File: config.mk
export PLATFORM = sky130hd
export DESIGN_NAME = vec_index_decoder
export DESIGN_NICKNAME = d
export VERILOG_FILES = /design/src/rtl/vec_index_decoder_pkg.sv /design/src/rtl/vec_index_decoder_skid.sv /design/src/rtl/vec_index_decoder.sv
export SDC_FILE = /design/constraint.sdc
export NUM_CORES = 1
export LEC_CHECK = 0
export ABC_AREA = 1
export BUFFER_PORTS_ARGS = -buffer_cell sky130_fd_sc_hd__buf_2
export CELL_PAD_IN_SITES_DETAIL_PLACEMENT = 1
export CELL_PAD_IN_SITES_GLOBAL_PLACEMENT = 1
export CORE_MARGIN = 2
export CORE_UTILIZATION = 35
export CTS_CLUSTER_SIZE = 20
export DETAILED_ROUTE_END_ITERATION = 7
export PLACE_DENSITY = 0.71
export SETUP_SLACK_MARGIN = 0.4
export SLEW_MARGIN = 20
export SYNTH_ARGS = -nofsm -noshare
export SYNTH_HDL_FRONTEND = slang
export SYNTH_HIERARCHICAL = 1
export SYNTH_SLANG_ARGS = --single-unit
File: constraint.sdc
create_clock -name clk -period 4.4 [get_ports clk]
set_input_delay 0.88 -clock clk [delete_from_list [all_inputs] [get_ports clk]]
set_output_delay 0.88 -clock clk [all_outputs]
set_load 0.02 [all_outputs]
File: src/rtl/vec_index_decoder_pkg.sv
// Shared lane geometry, lane encoder/decoder functions and handshake state type
// for the vector index encode/decode path.
package vec_index_decoder_pkg;

  localparam int unsigned VEC_NUM_LANES = 4;
  localparam int unsigned VEC_LANE_W    = 8;
  localparam int unsigned VEC_IDX_W     = 3;
  localparam int unsigned VEC_CNT_W     = 16;

  typedef struct packed {
    logic [VEC_NUM_LANES*VEC_LANE_W-1:0] vec_in;
    logic [VEC_IDX_W-1:0]                left;
    logic [VEC_IDX_W-1:0]                right;
  } encoder_func_in;

  typedef struct packed {
    logic [VEC_IDX_W-1:0] vec_index;
    logic                 valid;
  } encoder_func_out;

  typedef struct packed {
    logic [VEC_LANE_W-1:0] vec_in;
    logic [VEC_IDX_W-1:0]  index;
    logic [VEC_IDX_W-1:0]  left;
    logic [VEC_IDX_W-1:0]  right;
  } decoder_func_in;

  typedef struct packed {
    logic [VEC_NUM_LANES-1:0]            onehot;
    logic [VEC_NUM_LANES*VEC_LANE_W-1:0] vec_out;
    logic                                err;
  } decoder_func_out;

  typedef enum logic [1:0] {EMPTY, ONE, TWO} skid_state_e;

  // Lowest non-zero lane inside [left, right]; descending scan lets the lowest lane win.
  function automatic encoder_func_out encoder_function(input encoder_func_in f);
    encoder_func_out r;
    r = '0;
    for (int unsigned k = VEC_NUM_LANES; k > 0; k--) begin
      if (VEC_IDX_W'(k - 1) >= f.left && VEC_IDX_W'(k - 1) <= f.right &&
          f.vec_in[(k - 1)*VEC_LANE_W +: VEC_LANE_W] != '0) begin
        r.vec_index = VEC_IDX_W'(k - 1);
        r.valid     = 1'b1;
      end
    end
    return r;
  endfunction

  function automatic decoder_func_out decoder_function(input decoder_func_in f);
    decoder_func_out r;
    logic            ok;
    r  = '0;
    ok = (f.left <= f.right) && (f.index >= f.left) && (f.index <= f.right) &&
         (32'(f.index) < VEC_NUM_LANES);
    for (int unsigned k = 0; k < VEC_NUM_LANES; k++) begin
      if (ok && f.index == VEC_IDX_W'(k)) begin
        r.onehot[k]                          = 1'b1;
        r.vec_out[k*VEC_LANE_W +: VEC_LANE_W] = f.vec_in;
      end
    end
    r.err = !ok;
    return r;
  endfunction

endpackage

File: src/rtl/vec_index_decoder_skid.sv
// Output register plus one-entry skid buffer; in_ready is registered so no
// combinational path runs from out_ready back to in_ready.
module vec_skid_buffer
  import vec_index_decoder_pkg::*;
(
  input  logic            clk,
  input  logic            rst,
  input  logic            in_valid,
  output logic            in_ready,
  input  decoder_func_out in_payload,
  output logic            out_valid,
  input  logic            out_ready,
  output decoder_func_out out_payload
);

  skid_state_e     state, state_nxt;
  decoder_func_out out_q, skid_q;
  logic            ready_q;
  logic            accept, drain;
  logic            load_out, load_skid, skid_to_out;

  assign accept      = in_valid && ready_q;
  assign drain       = (state != EMPTY) && out_ready;
  assign in_ready    = ready_q;
  assign out_valid   = (state != EMPTY);
  assign out_payload = out_q;

  always_comb begin
    state_nxt   = state;
    load_out    = 1'b0;
    load_skid   = 1'b0;
    skid_to_out = 1'b0;
    case (state)
      EMPTY: if (accept) begin
        state_nxt = ONE;
        load_out  = 1'b1;
      end
      ONE: begin
        if (accept && drain) begin
          load_out = 1'b1;
        end else if (accept) begin
          state_nxt = TWO;
          load_skid = 1'b1;
        end else if (drain) begin
          state_nxt = EMPTY;
        end
      end
      TWO: if (drain) begin
        state_nxt   = ONE;
        skid_to_out = 1'b1;
      end
      default: state_nxt = EMPTY;
    endcase
  end

  always_ff @(posedge clk or posedge rst) begin
    if (rst) begin
      state   <= EMPTY;
      out_q   <= '0;
      skid_q  <= '0;
      ready_q <= 1'b0;
    end else begin
      state   <= state_nxt;
      ready_q <= (state_nxt != TWO);
      if (load_out)         out_q <= in_payload;
      else if (skid_to_out) out_q <= skid_q;
      if (load_skid)        skid_q <= in_payload;
    end
  end

endmodule

File: src/rtl/vec_index_decoder.sv
// Lane index decoder: rebuilds a one-hot select and lane vector from an index
// and data byte, registered through a skid-buffered valid/ready stream.
module vec_index_decoder
  import vec_index_decoder_pkg::*;
#(
  // Payload types come from the package, so these must match its VEC_* values.
  parameter int unsigned NUM_LANES = VEC_NUM_LANES,
  parameter int unsigned LANE_W    = VEC_LANE_W,
  parameter int unsigned IDX_W     = VEC_IDX_W,
  parameter int unsigned CNT_W     = VEC_CNT_W
)(
  input  logic                        clk,
  input  logic                        rst,
  input  logic                        in_valid,
  output logic                        in_ready,
  input  logic [IDX_W-1:0]            in_index,
  input  logic [IDX_W-1:0]            in_left,
  input  logic [IDX_W-1:0]            in_right,
  input  logic [LANE_W-1:0]           in_data,
  output logic                        out_valid,
  input  logic                        out_ready,
  output logic [NUM_LANES-1:0]        out_onehot,
  output logic [NUM_LANES*LANE_W-1:0] out_vec,
  output logic                        out_err,
  output logic [CNT_W-1:0]            dec_count
);

  decoder_func_in  dec_in;
  decoder_func_out dec_res, held;

  always_comb begin
    dec_in.vec_in = in_data;
    dec_in.index  = in_index;
    dec_in.left   = in_left;
    dec_in.right  = in_right;
    dec_res       = decoder_function(dec_in);
  end

  vec_skid_buffer u_skid (
    .clk         (clk),
    .rst         (rst),
    .in_valid    (in_valid),
    .in_ready    (in_ready),
    .in_payload  (dec_res),
    .out_valid   (out_valid),
    .out_ready   (out_ready),
    .out_payload (held)
  );

  assign out_onehot = held.onehot;
  assign out_vec    = held.vec_out;
  assign out_err    = held.err;

  always_ff @(posedge clk or posedge rst) begin
    if (rst) dec_count <= '0;
    else if (out_valid && out_ready) dec_count <= dec_count + 1'b1;
  end

endmodule

# [Yosys cells after proc, flatten, opt, wreduce, memory -nomap -nowiden]
# Index checks and enable logic that the tools add are counted.
[totals] input_bits=21 wordCells=58 reg_bits=93
[classes] n_reduce_logical=15 n_eq_ne=6 magnitude_cmp=4 muxes=23 addsub=1
[ops] cell="two-way mux 37 bit" count=2
[ops] cell="two-way mux 8 bit" count=4
[ops] cell="adder 16 x 1 -> 16 bit (second input constant)" count=1
[ops] cell="logical AND 1 bit" count=10
[ops] cell="two-way mux 1 bit" count=10
[ops] cell="two-way mux 2 bit" count=5
[ops] cell="equality test 3 x 2 -> 1 bit (second input constant)" count=2
[ops] cell="less-or-equal comparator 3 bit" count=2
[ops] cell="case mux 2 bit (3 select lines)" count=1
[ops] cell="nonzero test 2 bit" count=2
[ops] cell="equality test 3 x 1 -> 1 bit (second input constant)" count=1
[ops] cell="greater-or-equal comparator 3 bit" count=1
[ops] cell="zero test 3 bit" count=1
[ops] cell="less-than comparator 3 bit (second input constant)" count=1
[ops] cell="equality test 2 x 1 -> 1 bit (second input constant)" count=1
[ops] cell="equality test 2 bit (second input constant)" count=1
[ops] cell="zero test 2 bit" count=1
[ops] cell="inequality test 2 bit (second input constant)" count=1
[ops] cell="case mux 1 bit (2 select lines)" count=1
[ops] cell="zero test 1 bit" count=1

# [Longest topological paths before layout]
# Gate-level depths: netlist of run 1.
[logic_depth] word_depth=7 ltp_mapped=11 depth_no_buf=10

# [Hierarchy]
# The synthesis of run 1 kept the hierarchy.
[by_module_without_submodules] mod="vec_skid_buffer" seq_area_each_um2=1926.8 instances=1 area_each_um2=3301.9 cells_per_inst=379
[by_module_without_submodules] mod="vec_index_decoder" seq_area_each_um2=400.4 instances=1 area_each_um2=1263.7 cells_per_inst=182

# [Least setup slack after synthesis of run 1]
# Ideal clock, no wire load.
[synth_timing] path_kind="input port to flip-flop" startpoint="input in_right[2]" endpoint="register u_skid/skid_q[10] (netlist name)" t_arrival_ns=2.079 setup_ns=0.083 path_buffers=0 stages=9 path_slack_ns=2.238 t_required_ns=4.317 cell_sequence="inv_1 > ha_1 > a21oi_1 > nand2_1 > nand2_1 > nand4_2 > nor2_1 > inv_1 > o21ai_0"
[synth_rtl] item="from (decl)" line="vec_index_decoder.sv:18" source="input logic [IDX_W-1:0] in_right,"
[synth_rtl] item="to (signal assigned)" line="vec_index_decoder_skid.sv:67" source="if (load_skid) skid_q <= in_payload;"
[synth_rtl] item="to (decl)" line="vec_index_decoder_skid.sv:17" source="decoder_func_out out_q, skid_q;"

==> metrics.cfg, run 1 <==
[critical_path]
regToRegSetupSlack_ns = 2.36
cp_slowest_cell = nand4_2
path_delay_family = simple AND/OR/NAND/NOR gates
cp-end-kind = flip-flop
worstSetupPathDepth = 11
r2r-start = u_skid/state[0]
crit_top_cell = inv_1
worstPathRequired_ns = 4.66
cp_max_fo = 9
start_kind = primary input
r2r.worst_path.cells = 7
crit_end = u_skid/skid_q[22]
worstPathCellList = buf_2 > inv_1 > ha_1 > inv_1 > nand2_1 > nand2_1 > a21oi_4 > nand4_2 > nor2_1 > inv_1 > o21ai_0
r2r_end = u_skid/out_payload[10]
critPathBufInv = 4
worstSetupPathType = in -> reg
crit_arrival_ns = 2.65
crit_start = in_index[0]
cpPeakStageDelay_ns = 0.35

[sta]
finalSetupTns_ns = 0
clock_skew_ns = 0.009502
finalMaxSlewViolations = 0
rsz0062_at_grt = no
hold_violations = 0
fin_crit_sh_pct = 54.28
fmax_ghz = 0.4187
max_slew_margin_pct = 48.71
setup_viol = 0
finalCriticalPeriod_ns = 2.388
worstMarginPinSlew_ns = 0.7666

[power]
p_clk_share_pct = 32.5
internal_power_mw = 1.533
power.leakage_nw = 2.805
pwr-share-seq_pct = 42.2
pwr-share-comb_pct = 25.3
p_switching_mw = 0.8677
swShare_pct = 36.15
power_mw = 2.400
powerDensity_mw_per_mm2 = 448.8
ir_drop_mv = 0.1657

[place]
io_buffer_count = 75
place.gp.congestion = 0.7858
hpwlAfterDp_um = 8591

[worst_hold_path]
hold_class = reg -> reg

[clock_tree]
hold_buffers = 0
path_clk_slew_ns = 0.06
cts-root-buf = clkbuf_16
cts_sinks = 93
ctsHtreeMaxLevel = 3
cts_tree = built
post_cts_resize_count = 0
worst_skew_pair.late_latency_ns = 0.35
clockBufferDepth = 2
cts-buffers-inserted = 9
postCtsSetupBuffers = 0

[global_routing]
track_usage_pct = 18.81
grt_max_degree = 75
grt_pass1_wl_um = 20860
antenna_found_initial = 0
grt-ovfl-total = 0
grt_pass1_vias = 4143

[route]
drc = 0
routed_wl_um = 12530
via_per_inst = 4.836
via_count = 3903
firstDrtPassIters = 4
drt_iter0_drc = 209
drt.antenna.violating_nets = 0
post_drt_wl_per_cell_um = 15.53

[yosys]
ys_seq_area_share_pct = 50.97
netlist_instances = 561
avgSynthCellArea_sq_um = 8.138
ys_ff_latch = 93
yosys_warnings = 6
netlist_area_sq_mm = 0.004566
yosysUniqueCellTypes = 27
synth_nets = 592

[die]
die_w_um = 118.2
die_h_um = 118.2
initial_core_util_pct = 36.03
design.portCount = 76
die_area_sq_mm = 0.01397
rows = 41
design.core.area_sq_mm = 0.01267

[finish]
finish.utilization_pct = 42.21
drive_gt1_share_pct = 18.27
num_antenna_cells = 0
nNetsFinal = 661
area_growth_pct = 17.16

[status]
status = completed

[flow_run]
drv_cap = 0

==> metal layers <==
metal  share of wire [%]  global-route usage (%)
met5                   0                       0
met4                 1.6                   7.455
met3                 3.5                   3.330
met2                  48                   31.43
met1                  47                   24.15
==> sequential cells by signal (all words and copies together) (netlist names) <==
signal,count
dec_count,16
u_skid/in_ready,1
u_skid/out_payload,37
u_skid/skid_q,37
u_skid/state,2
==> layout by cell type (no fill, tap or decap), types with 3 or more instances in the layout <==
master | netlist | final
nand2_1 | 149 | 149
dfrtp_1 | 93 | 93
nand3_1 | 84 | 82
inv_1 | 82 | 81
buf_2 | 8 | 75
nor2_1 | 45 | 44
o21ai_1 | 20 | 20
o21ai_0 | 18 | 18
ha_1 | 10 | 10
clkbuf_16 | 0 | 9
xor2_1 | 7 | 7
buf_4 | 2 | 6
nand2_2 | 4 | 4
nand4_1 | 4 | 4
nor2_2 | 3 | 4
nand4_2 | 4 | 4
clkbuf_8 | 0 | 4
xnor2_1 | 3 | 3
a21oi_1 | 3 | 3
==> tightest hold or removal path, stage by stage (launching register included) <==
cell and delay (ns):
dfrtp_1 0.34, nand2_1 0.05, nand3_1 0.05
==> how the worst min path moves through the flow <==
stage | start | end | slack [ns] | cells after the start
detailed placement | u_skid/out_payload[33] | u_skid/out_payload[33] | 0.47 | 2
finish | u_skid/out_payload[33] | u_skid/out_payload[33] | 0.48 | 2
global placement | u_skid/out_payload[26] | u_skid/out_payload[26] | 0.46 | 2
global route | u_skid/out_payload[33] | u_skid/out_payload[33] | 0.50 | 2
floorplan | u_skid/skid_q[10] | u_skid/skid_q[10] | 0.45 | 2
CTS | u_skid/out_payload[33] | u_skid/out_payload[33] | 0.48 | 2
==> synth_stat cells <==
| cell | count | area [sq um] |
|---|---|---|
| clkbuf_1 | 4 | 15.01 |
| buf_4 | 2 | 15.01 |
| o21ai_0 | 18 | 90.09 |
| buf_2 | 8 | 40.04 |
| a21oi_1 | 3 | 15.01 |
| nand2_1 | 149 | 559.3 |
| nand3_1 | 84 | 420.4 |
| xnor2_1 | 3 | 26.28 |
| nor3_4 | 1 | 16.27 |
| nand4_1 | 4 | 25.02 |
| nor2_2 | 3 | 18.77 |
| xor2_1 | 7 | 61.31 |
| nor2_1 | 45 | 168.9 |
| nor3_1 | 2 | 10.01 |
| dfrtp_1 | 93 | 2327 |
| nor2_4 | 1 | 11.26 |
| o21ai_2 | 1 | 8.760 |
| buf_6 | 8 | 90.09 |
| ha_1 | 10 | 125.1 |
| inv_2 | 1 | 3.750 |
| nand3b_1 | 2 | 15.01 |
| o21ai_1 | 20 | 100.1 |
| buf_1 | 1 | 3.750 |
| nand4_2 | 4 | 50.05 |
| nand2_2 | 4 | 25.02 |
| inv_1 | 82 | 307.8 |
| a21oi_4 | 1 | 16.27 |
==> logic make-up after synthesis <==
kind of cell | synth area share, %
XOR/XNOR | 1.918
buffers and inverters | 10.41
AO/OA/AOI/OAI | 5.043
flip-flops | 50.97
AND/OR/NAND/NOR | 28.91
adder cells (fa/ha/maj) | 2.740
==> through the flow <==
stage | hold slack, ns | cells | area, sq um | setup slack, ns
4_1_cts | 0.4813 | 807 | 5349 | 1.992
2_1_floorplan | 0.4534 | 561 | 4566 | 1.553
3_5_place_dp | 0.4653 | 791 | 5050 | 1.674
5_1_grt | 0.5008 | 807 | 5349 | 1.795
3_3_place_gp | 0.4637 | 791 | 5045 | 1.550
6_report | 0.4767 | 807 | 5349 | 2.012
==> power groups by stage <==
stage               logic (mW)  clock network (mW)  registers (mW)
floorplan                0.419                   0            1.07
global placement         0.600                   0            1.02
detailed placement       0.617                   0            1.03
CTS                      0.619               0.797            1.01
global route             0.678               0.829            1.02
finish                   0.607               0.781            1.01
==> area by class of cell <==
cell class / instances / area (sq um)
Fill cell: 1588 / 7322
Sequential cell: 93 / 2327
Multi-Input combinational cell: 362 / 1775
Timing Repair Buffer: 81 / 420.4
Inverter: 83 / 311.5
Clock buffer: 14 / 284.0
Tap cell: 172 / 215.2
Clock inverter: 2 / 15.01
Power figures use the tool's default switching activity.
==> run 2, diff against run 1 <==
==> constraint.sdc (replaced) <==
create_clock -name clk -period 2.2 [get_ports clk]
set_input_delay 0.44 -clock clk [delete_from_list [all_inputs] [get_ports clk]]
set_output_delay 0.44 -clock clk [all_outputs]
set_load 0.02 [all_outputs]
==> metrics.cfg, run 2 (synthesis results as in run 1) <==
[critical_path]
start_kind = primary input  ; unchanged
cpPeakStageDelay_ns = 0.28  ; was 0.35 ns
cp_max_fo = 9  ; unchanged
cp_slowest_cell = ha_1  ; was nand4_2
crit_arrival_ns = 2.05  ; was 2.65 ns
worstSetupPathType = in -> reg  ; unchanged
worstPathRequired_ns = 2.47  ; was 4.66 ns
worstPathCellList = buf_2 > inv_1 > ha_1 > inv_1 > nand2_1 > nand2_1 > a21oi_4 > buf_12 > nand4_4 > nor2_1 > nand3_1 > nand3_1  ; was buf_2 > inv_1 > ha_1 > inv_1 > nand2_1 > nand2_1 > a21oi_4 > nand4_2 > nor2_1 > inv_1 > o21ai_0
cp-end-kind = flip-flop  ; unchanged

[place]
place.gp.congestion = 0.7751  ; was 0.7858
post-place-cells = 792  ; was 791
hpwlAfterDp_um = 8379  ; was 8591 um
io_buffer_count = 75  ; unchanged
post_dp_cell_area_sq_mm = 0.005081  ; was 0.005050 sq mm
preCtsSetupSlack_ns = -0.02360  ; was 1.674 ns

[finish]
design_area_sq_mm = 0.005485  ; was 0.005349 sq mm
nNetsFinal = 666  ; was 661
finish.utilization_pct = 43.29  ; was 42.21%
final_common_cell = nand2_1  ; unchanged
drive_gt1_share_pct = 20.03  ; was 18.27%
area_growth_pct = 20.14  ; was 17.16%
fin_cells = 811  ; was 807
final_cell_mix = 148 x nand2_1, 91 x dfrtp_1, 83 x nand3_1, 81 x inv_1, 75 x buf_2  ; was 149 x nand2_1, 93 x dfrtp_1, 82 x nand3_1, 81 x inv_1, 75 x buf_2
num_antenna_cells = 0  ; unchanged

[sta]
hold_violations = 0  ; unchanged
finalSetupTns_ns = 0  ; unchanged
finalMaxSlewViolations = 0  ; unchanged
rsz0062_at_grt = yes  ; was no
final.setup.worst_slack_ns = 0.4218  ; was 2.012 ns
finalCriticalPeriod_ns = 1.778
max_slew_margin_pct = 58.64  ; was 48.71%
worstMarginPinSlew_ns = 0.6197  ; was 0.7666 ns
fmax_ghz = 0.5624
clock_skew_ns = 0.004366  ; was 0.009502 ns
setup_viol = 0  ; unchanged
hold_slack_ns = 0.4653  ; was 0.4767 ns
fin_crit_sh_pct = 80.83

[die]
design.portCount = 76  ; unchanged
initial_core_util_pct = 36.03  ; unchanged
die_w_um = 118.2  ; unchanged
rows = 41  ; unchanged
die_h_um = 118.2  ; unchanged
design.core.area_sq_mm = 0.01267  ; unchanged
die_area_sq_mm = 0.01397  ; unchanged

[status]
status = completed  ; unchanged

[route]
drt.antenna.violating_nets = 0  ; unchanged
drt_iter0_drc = 220  ; was 209
routed_wl_um = 12530  ; about the same
firstDrtPassIters = 4  ; unchanged
drc = 0  ; unchanged
via_count = 3960  ; was 3903
post_drt_wl_per_cell_um = 15.45  ; was 15.53 um
via_per_inst = 4.883  ; was 4.836

[power]
powerDensity_mw_per_mm2 = 895.6  ; was 448.8 mW/mm^2
power.leakage_nw = 2.831  ; was 2.805 nW
power_mw = 4.912  ; was 2.400 mW
ir_drop_mv = 0.4270  ; was 0.1657 mV

[clock_tree]
worst_skew_pair.late_latency_ns = 0.34  ; was 0.35 ns
cts-root-buf = clkbuf_16  ; unchanged
ctsHtreeMaxLevel = 3  ; unchanged
cts_tree = built  ; unchanged
cts_sinks = 93  ; unchanged
cts-buffers-inserted = 9  ; unchanged
path_clk_slew_ns = 0.07  ; was 0.06 ns
clockBufferDepth = 2  ; unchanged

[global_routing]
antenna_found_initial = 0  ; unchanged
track_usage_pct = 18.73  ; was 18.81%
grt_max_degree = 75  ; unchanged
grt_pass1_vias = 4184  ; was 4143
grt-ovfl-total = 0  ; unchanged
grt_pass1_wl_um = 21000  ; was 20860 um

[flow_run]
drv_cap = 0  ; unchanged

[worst_hold_path]
hold_class = in -> reg  ; was reg -> reg

## run 2: cell types whose count changed in the layout (fill, tap and decap cells not counted), sizes merged
cell,previous run,this run
dlygate4sd3,0,1
clkinvlp,2,1
clkinv,0,3
clkbuf,14,11
bufinv,0,1
buf,81,85
inv,83,82
## run 2: power breakdown
part           switching, mW  internal (mW)
sequential             0.133           1.88
combinational          0.988          0.357
clock                  0.650          0.904
total                   1.77           3.14
## run 2: routing by layer
metal	global-route usage (%)	vias to the layer above	part of all wire (%)
li1	-	1902	-
met1	23.85	1974	47
met2	32.26	69	49
met3	2.896	15	2.7
met4	6.551	0	1.2
met5	0	-	0
## run 2: layout make-up
class / count / area (sq um)
clock buffers: 11 / 242.7
clock inverters: 4 / 48.80
fillers: 1562 / 7186
inverters: 83 / 315.3
multi-input cells: 362 / 1836
flip-flops and latches: 93 / 2330
well taps: 172 / 215.2
repair buffers: 86 / 498.0
## run 2: repair_timing
action	CTS	global route
gates resized for setup	2	15
pin swaps	0	2
setup buffers	0	3
hold endpoints to repair	3	0
hold buffers	1	0
endpoints found under the setup margin	6	81
## run 2: worst paths after layout
path	start	end	slack (ns)	depth (start not counted)
min reg2reg	u_skid/out_payload[26]	u_skid/out_payload[26]	0.48	2
min	in_valid	u_skid/state[0]	0.47	4
min in group asynchronous	rst	u_skid/skid_q[26]	0.55	3
max reg2reg	u_skid/state[1]	dec_count[15]	0.62	7
max	in_index[0]	u_skid/out_payload[20]	0.42	12
max in group asynchronous	rst	dec_count[3]	1.04	3
## run 2: critical path: cells and delay by family
kind            cells  cell delay [ns]
buf+inv             4             0.38
simple gates        6             0.78
fa+ha+maj           1             0.28
compound gates      1             0.18
==> run 3, diff against run 2 <==
==> constraint.sdc (replaced) <==
create_clock -name clk -period 1.65 [get_ports clk]
set_input_delay 0.33 -clock clk [delete_from_list [all_inputs] [get_ports clk]]
set_output_delay 0.33 -clock clk [all_outputs]
set_load 0.02 [all_outputs]
==> metrics.cfg, run 3 (synthesis results as in run 1) <==
[status]
status = finished with violations  ; was completed
violations = negative setup slack

[finish]
final_common_cell = nand2_1  ; unchanged
nNetsFinal = 757  ; was 666
area_growth_pct = 74.65  ; was 20.14%
multiInputGateArea_sq_mm = 0.002728  ; was 0.001836 sq mm
final_cell_mix = 127 x nand2_1, 86 x dfrtp_1, 58 x buf_6, 57 x inv_1, 54 x nand3_2  ; was 148 x nand2_1, 91 x dfrtp_1, 83 x nand3_1, 81 x inv_1, 75 x buf_2
fillers = 1351  ; was 1562
fin_cells = 903  ; was 811
drive_gt1_share_pct = 52.26  ; was 20.03%
num_antenna_cells = 0  ; unchanged
finish.utilization_pct = 62.93  ; was 43.29%
seqCellArea_sq_mm = 0.002336  ; was 0.002330 sq mm

[critical_path]
worstPathRequired_ns = 1.92  ; was 2.47 ns
start_kind = primary input  ; unchanged
r2r-start = u_skid/in_ready  ; was u_skid/state[1]
r2r_end = u_skid/skid_q[29]  ; was dec_count[15]
crit_arrival_ns = 1.92  ; was 2.05 ns
cp-end-kind = flip-flop  ; unchanged
regToRegSetupSlack_ns = 0.01  ; was 0.62 ns
worstSetupPathType = in -> reg  ; unchanged
cp_max_fo = 6  ; was 9
r2r.worst_path.cells = 6  ; was 7

[sta]
fmax_ghz = 0.6052
final.setup.worst_slack_ns = -0.002337  ; was 0.4218 ns
hold_slack_ns = 0.05316  ; was 0.4653 ns
finalMaxSlewViolations = 0  ; unchanged
worstMarginPinSlew_ns = 0.6624  ; was 0.6197 ns
setup_viol = 1  ; was 0
clock_skew_ns = 0.01240  ; was 0.004366 ns
max_slew_margin_pct = 55.79  ; was 58.64%
hold_violations = 0  ; unchanged
rsz0062_at_grt = yes  ; unchanged
fin_crit_sh_pct = 100.1
finalCriticalPeriod_ns = 1.652

[global_routing]
busiest_layer = met2  ; unchanged
met3_usage_pct = 3.282  ; was 2.896%
use_met2_pct = 43.39  ; was 32.26%
track_usage_pct = 24.06  ; was 18.73%
grtUsageMet1_pct = 28.92  ; was 23.85%
grt_pass1_wl_um = 26140  ; was 21000 um
antenna_found_initial = 0  ; unchanged
grt_pass1_vias = 4972  ; was 4184
grt_max_degree = 78  ; was 75
grt-ovfl-total = 0  ; unchanged

[clock_tree]
hold_buffers = 0  ; was 1
cts_tree = built  ; unchanged
cts_sinks = 93  ; unchanged
cts-buffers-inserted = 9  ; unchanged
worst_skew_pair.late_latency_ns = 0.37  ; was 0.34 ns
path_clk_slew_ns = 0.08  ; was 0.07 ns
ctsHtreeMaxLevel = 3  ; unchanged
clockBufferDepth = 2  ; unchanged
cts-root-buf = clkbuf_16  ; unchanged

[route]
drt_iter0_drc = 334  ; was 220
drt.antenna.violating_nets = 0  ; unchanged
post_drt_wl_per_cell_um = 25.98  ; was 15.45 um
routed_wl_um = 23460  ; was 12530 um
drc = 0  ; unchanged
via_count = 5023  ; was 3960
firstDrtPassIters = 4  ; unchanged
via_per_inst = 5.563  ; was 4.883

[die]
initial_core_util_pct = 36.03  ; unchanged
design.core.area_sq_mm = 0.01267  ; unchanged
die_area_sq_mm = 0.01397  ; unchanged
die_h_um = 118.2  ; unchanged
rows = 41  ; unchanged
die_w_um = 118.2  ; unchanged
design.portCount = 76  ; unchanged

[worst_hold_path]
hold_class = in -> async  ; was in -> reg

[power]
power_mw = 9.396  ; was 4.912 mW
power.leakage_nw = 3.881  ; was 2.831 nW
powerDensity_mw_per_mm2 = 1178  ; was 895.6 mW/mm^2
ir_drop_mv = 0.5731  ; was 0.4270 mV

[flow_run]
drv_cap = 0  ; unchanged

[place]
preCtsSetupSlack_ns = -0.4502  ; was -0.02360 ns
io_buffer_count = 75  ; unchanged
post-place-cells = 800  ; was 792
hpwlAfterDp_um = 8651  ; was 8379 um
place.gp.congestion = 0.7431  ; was 0.7751

==> run 3: cell types whose count changed in the layout (fill, tap and decap cells not counted), moves of 14 or more <==
cell and delta:
buf_12 +14, buf_2 -43, buf_4 +39, buf_6 +58, inv_1 -24, nand2_1 -21, nand3_1 -60, nand3_2 +53
nor2_1 -27, nor2_4 +31, o21ai_0 -15
==> run 3: final cells by class <==
class	count	share of cell area (%)
Clock buffer	10	2.871
Clock inverter	6	0.8944
Inverter	83	4.550
Multi-Input combinational cell	363	34.21
Sequential cell	93	29.30
Tap cell	172	2.699
Timing Repair Buffer	176	25.48
==> run 3: how the worst max path moves through the flow <==
stage	from	endpoint	slack (ns)	cells past startpoint
6_report	in_left[0]	u_skid/skid_q[29]	-0.002	12
5_1_grt	in_left[0]	u_skid/skid_q[25]	-0.05	12
4_1_cts	in_left[2]	u_skid/skid_q[23]	0.20	12
3_5_place_dp	in_left[2]	u_skid/skid_q[17]	-0.45	11
3_3_place_gp	in_left[2]	u_skid/skid_q[22]	-0.36	11
2_1_floorplan	in_right[2]	u_skid/skid_q[5]	0.06	9
==> run 3: through the flow <==
| stage | TNS (ns) | area [sq um] |
|---|---|---|
| finish | -0.002337 | 7974 |
| global route | -0.08898 | 7974 |
| global placement | -19.58 | 5309 |
| floorplan | 0 | 4725 |
| detailed placement | -23.47 | 5309 |
| CTS | 0 | 6919 |
==> run 3: where the power goes <==
part,switching (mW),internal [mW]
Clock,1.01,1.19
Sequential,0.292,2.51
Combinational,2.44,1.96
==> run 3: what timing repair did <==
item                       CTS  global route
setup buffers               45            18
resized for setup          196           155
cloned                       7            17
setup endpoints to repair  115           128
hold endpoints to repair     0             0
pin swaps                   55            61
==> run 3: layer usage <==
metal,up-vias,part of all wire [%]
li1,2106,-
met1,2569,35
met2,247,53
met3,101,5.7
met4,0,6.4
met5,-,0
==> run 3: critical path, cell delays in order <==
cell	delay, ns
buf_2	0.12
ha_4	0.26
inv_2	0.03
nand2_2	0.07
nand2_2	0.07
a21oi_4	0.14
buf_12	0.15
nand4_4	0.15
buf_8	0.20
nor2_2	0.11
inv_1	0.06
o21ai_1	0.21
